**src/rtl/ht_pkg.sv**
```systemverilog
// Shared types and defaults for the ht block and its upstream frame loader.
package ht_pkg;

    localparam int HT_INDEX = 8;
    localparam int HT_WIDTH = 4;

    typedef enum logic [1:0] {
        FILL  = 2'd0,
        START = 2'd1,
        WAIT  = 2'd2
    } ht_ld_state_e;

    typedef logic [HT_WIDTH-1:0] ht_frame_t [0:HT_INDEX-1];

endpackage

```
**src/rtl/ht_frame_loader.sv**
```systemverilog
// Serial-to-parallel frame loader feeding ht: fills indata, pulses start, waits for over.
// Optional framing check on in_last is enabled by defining HT_LOADER_LAST_CHECK_EN.
module ht_frame_loader
    import ht_pkg::*;
#(
    parameter int index       = HT_INDEX,
    parameter int width       = HT_WIDTH,
    parameter int index_width = $clog2(index)
) (
    input  logic             clk,
    input  logic             rst,
    input  logic             in_valid,
    input  logic [width-1:0] in_data,
    input  logic             in_last,
    output logic             in_ready,
    output logic [width-1:0] indata [0:index-1],
    output logic             start,
    input  logic             over,
    output logic             busy,
    output logic             frame_err
);

    localparam logic [index_width-1:0] LAST_IDX = index_width'(index - 1);

    ht_ld_state_e           r_state;
    logic [index_width-1:0] r_wr_idx;
    logic [width-1:0]       r_indata [0:index-1];
    logic                   w_beat;
    logic                   w_last_idx;

    // All handshake outputs decode from registered state only.
    assign in_ready   = (r_state == FILL);
    assign start      = (r_state == START);
    assign busy       = (r_state != FILL);
    assign indata     = r_indata;
    assign w_beat     = in_valid & in_ready;
    assign w_last_idx = (r_wr_idx == LAST_IDX);

`ifdef HT_LOADER_LAST_CHECK_EN
    logic r_frame_err;
    assign frame_err = r_frame_err;
`else
    // in_last has no role when frames are delimited purely by count.
    assign frame_err = in_last & 1'b0;
`endif

    always_ff @(posedge clk) begin
        if (rst) begin
            r_state  <= FILL;
            r_wr_idx <= '0;
            for (int i = 0; i < index; i++) begin
                r_indata[i] <= '0;
            end
`ifdef HT_LOADER_LAST_CHECK_EN
            r_frame_err <= 1'b0;
`endif
        end else begin
`ifdef HT_LOADER_LAST_CHECK_EN
            r_frame_err <= 1'b0;
`endif
            case (r_state)
                FILL: begin
                    if (w_beat) begin
                        r_indata[r_wr_idx] <= in_data;
`ifdef HT_LOADER_LAST_CHECK_EN
                        // A misplaced or missing in_last discards the frame in progress.
                        if (w_last_idx) begin
                            r_wr_idx <= '0;
                            if (in_last) begin
                                r_state <= START;
                            end else begin
                                r_frame_err <= 1'b1;
                            end
                        end else if (in_last) begin
                            r_wr_idx    <= '0;
                            r_frame_err <= 1'b1;
                        end else begin
                            r_wr_idx <= r_wr_idx + index_width'(1);
                        end
`else
                        if (w_last_idx) begin
                            r_wr_idx <= '0;
                            r_state  <= START;
                        end else begin
                            r_wr_idx <= r_wr_idx + index_width'(1);
                        end
`endif
                    end
                end
                START: begin
                    r_state <= WAIT;
                end
                WAIT: begin
                    if (over) begin
                        r_state <= FILL;
                    end
                end
                default: begin
                    r_state <= FILL;
                end
            endcase
        end
    end

endmodule

```
**config.mk**
```make
export PLATFORM = sky130hd
export DESIGN_NAME = ht_frame_loader
export DESIGN_NICKNAME = d
export VERILOG_FILES = /design/src/rtl/ht_pkg.sv /design/src/rtl/ht_frame_loader.sv
export SDC_FILE = /design/constraint.sdc
export NUM_CORES = 1
export LEC_CHECK = 0
export CAP_MARGIN = 25
export CORE_UTILIZATION = 40
export CTS_CLUSTER_DIAMETER = 200
export DETAILED_ROUTE_END_ITERATION = 8
export PLACE_DENSITY_LB_ADDON = 0.15
export SYNTH_ARGS = -nofsm -noshare
export SYNTH_HDL_FRONTEND = slang
export SYNTH_SLANG_ARGS = --single-unit
export TNS_END_PERCENT = 5
```
**constraint.sdc**
```tcl
create_clock -name clk -period 1.3 [get_ports clk]
set_input_delay 0.13 -clock clk [delete_from_list [all_inputs] [get_ports clk]]
set_output_delay 0.13 -clock clk [all_outputs]
set_load 0.01 [all_outputs]
```
==> impl_metrics.csv <==
group,metric,value,unit
layout,fillerInstances,359,
layout,antenna_cells,0,
synthesis,ys_top_cells_by_area,"dfxtp_1 (45%), mux2i_1 (21%), nand2b_1 (11%), or2b_2 (3.2%), nand2_4 (2.7%)",
sta,layout_setup_ws,51.3,ps
global_route,grt.total_usage,17.2,%
power,power_frac_comb,10.7,%
synthesis,ys_ff_latch,37,
die,row_count,23,
routing,vias,1181,
die,initial_core_util,41.5,%
layout,final_nets,211,
sta,finalHoldViolations,0,
synthesis,synth.top_cell.area_share,44.6,%
clocking,cts_made_buffers,5,
min_path,hold_class,"reg -> reg",
synthesis,syn_nets,159,
clocking,clock-root-buffer,"clkbuf_8",
critical_path,critical_path_arrival,1120,ps
routing,drc,0,
place,pre_cts_ws,-174,ps
global_route,first_global_vias,1179,
routing,via_per_inst,4.71,
power,p_leak,1.34,nW
sta,finalCritPeriodShare,96.1,%
synthesis,synth_top_cell_by_area,"dfxtp_1",
synthesis,post_synth.cell_area_avg,11.2,um^2
sta,fin_skew,5.02,ps
routing,drtIter0Drc,18,
synthesis,synthTopCellsByCount,"dfxtp_1 (37), mux2i_1 (35), nand2b_1 (30)",
global_route,grt_start_max_net_pins,19,
place,place_congestion,0.695,
layout,multi_input_area,873,um^2
clocking,cts_buffer_depth,2,
power,power.share.sequential,52.6,%
clocking,clock-sinks,37,
sta,hold-worst-slack,476,ps
layout,area_delta_synth_final,38.5,%
clocking,clkTransAtPathRegs,70,ps
die,ios,45,
routing,routed_wl,3.42,mm
sta,fmax,801,MHz
power,powerDensity,980,mW/mm^2
critical_path,start_kind,"flop",
status,outcome,"complete, no violations",
synthesis,syn-instance-count,148,
job,cap_violations,0,
critical_path,path_max_fanout,5,
critical_path,critical_path_class,"reg -> out",
die,die_area,0.00441,mm^2
power,ir_drop,763,uV
die,dieHeight,66.4,um
power,pwr-share-clk,36.8,%
clocking,clk_latency,280,ps
sta,finalMaxSlewViolations,0,
routing,antenna_left,0,
power,power.internal,1.73,mW
place,dp_hpwl,2.51,mm
sta,period_needed,1250,ps
synthesis,async_flop_share,0,%
critical_path,end_kind,"primary output",
global_route,grt_pass1_wl,5.53,mm
synthesis,syn_area,0.00166,mm^2
routing,wl_per_cell,13.6,um
clocking,cts_tree,"built",
layout,final-seq-area,743,um^2
sta,setup_viol,0,
synthesis,ys.flop_type,"dfxtp_1",
power,p_sw_share,23.4,%
global_route,grt.overflow.total,0,
synthesis,ys_seq_area_share,44.6,%
synthesis,synth_edf_count,0,
power,p_switching,528,uW
place,port_buffers,42,
die,core_area,0.00400,mm^2
critical_path,worstPathRequired,1170,ps
die,die_w,66.4,um
sta,rsz0062_at_grt,"yes",
clocking,postCtsSetupRepairBufs,0,
clocking,h-tree-depth,2,
global_route,antenna_found_initial,0,
layout,drive_gt1_share,23.9,%
routing,first_pass_iters,4,
synthesis,yosysMostFrequentCell,"dfxtp_1",
synthesis,yosys.cell_types.count,29,
synthesis,yosysWarnings,0,
critical path, cell delays in order (launching register included):
cell and delay [ps]:
dfxtp_1 310, buf_4 160, nor2b_2 130, clkdlybuf4s15_2 230
stage by stage:
stage | power (mW) | instances | util (%) | setup TNS (ps) | instance area [um^2]
global placement | 1.46 | 243 | 55.2 | -2990 | 2210
detailed placement | 1.46 | 243 | 55.2 | -3500 | 2210
floorplan | 1.35 | 148 | - | 0 | 1660
global route | 2.38 | 251 | 57.5 | -36.7 | 2300
CTS | 2.29 | 251 | 56.8 | 0 | 2270
finish | 2.25 | 251 | 57.5 | 0 | 2300
final timing paths:
check | from | endpoint | slack (ps) | cells after the start
worst max-delay path | r_state[1]$_SDFFE_PP0P_ | start | 50 | 3
worst min-delay path | indata[7]$_SDFFE_PP0P_ | indata[7]$_SDFFE_PP0P_ | 480 | 2
worst max register to register | r_state[0]$_SDFFE_PP0P_ | indata[31]$_SDFFE_PP0P_ | 60 | 4
worst min register to register | indata[7]$_SDFFE_PP0P_ | indata[7]$_SDFFE_PP0P_ | 480 | 2
area by class of cell:
type,count,share of cell area (%)
Multi-Input combinational cell,101,38.0
Sequential cell,37,32.3
Timing Repair Buffer,54,22.6
Clock buffer,6,3.59
Tap cell,50,2.72
Clock inverter,2,0.598
Inverter,1,0.163
registers in the layout (all words and copies together), names as in the netlist:
signal and count:
indata 32, r_wr_idx 3, r_state 2
cell families after synthesis:
logic type,share of synthesized area [%]
AND/OR/NAND/NOR,29.1
adder cells (fa/ha/maj),1.51
AO/OA/AOI/OAI,0.301
other,0.226
multiplexers,21.1
flip-flops,44.6
buffers and inverters,3.16
metal layers:
layer	wire (um)	track usage (%)	vias up
met5	0	0	-
met4	46	6.38	0
met3	152	5.86	6
met2	1670	28.7	26
met1	1550	20.3	556
li1	-	-	593
power by group through the flow:
stage	clock network, mW	logic [mW]	registers [mW]
floorplan	0	0.133	1.22
global placement	0	0.248	1.21
detailed placement	0	0.252	1.21
CTS	0.861	0.242	1.18
global route	0.925	0.262	1.19
finish	0.829	0.241	1.18
repair_timing:
item	4_1_cts	5_1_grt
hold endpoints to repair	0	0
setup endpoints to repair	26	21
resized for setup	32	15
hold buffers	0	0
cell usage in the layout (no fill, tap or decap), types with 2 or more instances in the layout:
cell type,synthesis,routed
nand2b_1,30,30
dfxtp_2,0,2
clkbuf_8,0,6
dlymetal6s2s_1,0,9
or2b_2,6,6
nand2_4,4,4
nor2_1,6,6
buf_12,0,2
ha_1,2,2
mux2i_1,35,35
dfxtp_1,37,35
and4bb_4,2,2
dlygate4sd2_1,0,23
buf_4,1,10
clkdlybuf4s50_1,0,7
nor2b_2,0,2
No activity file was read; power rests on OpenSTA's default activity.
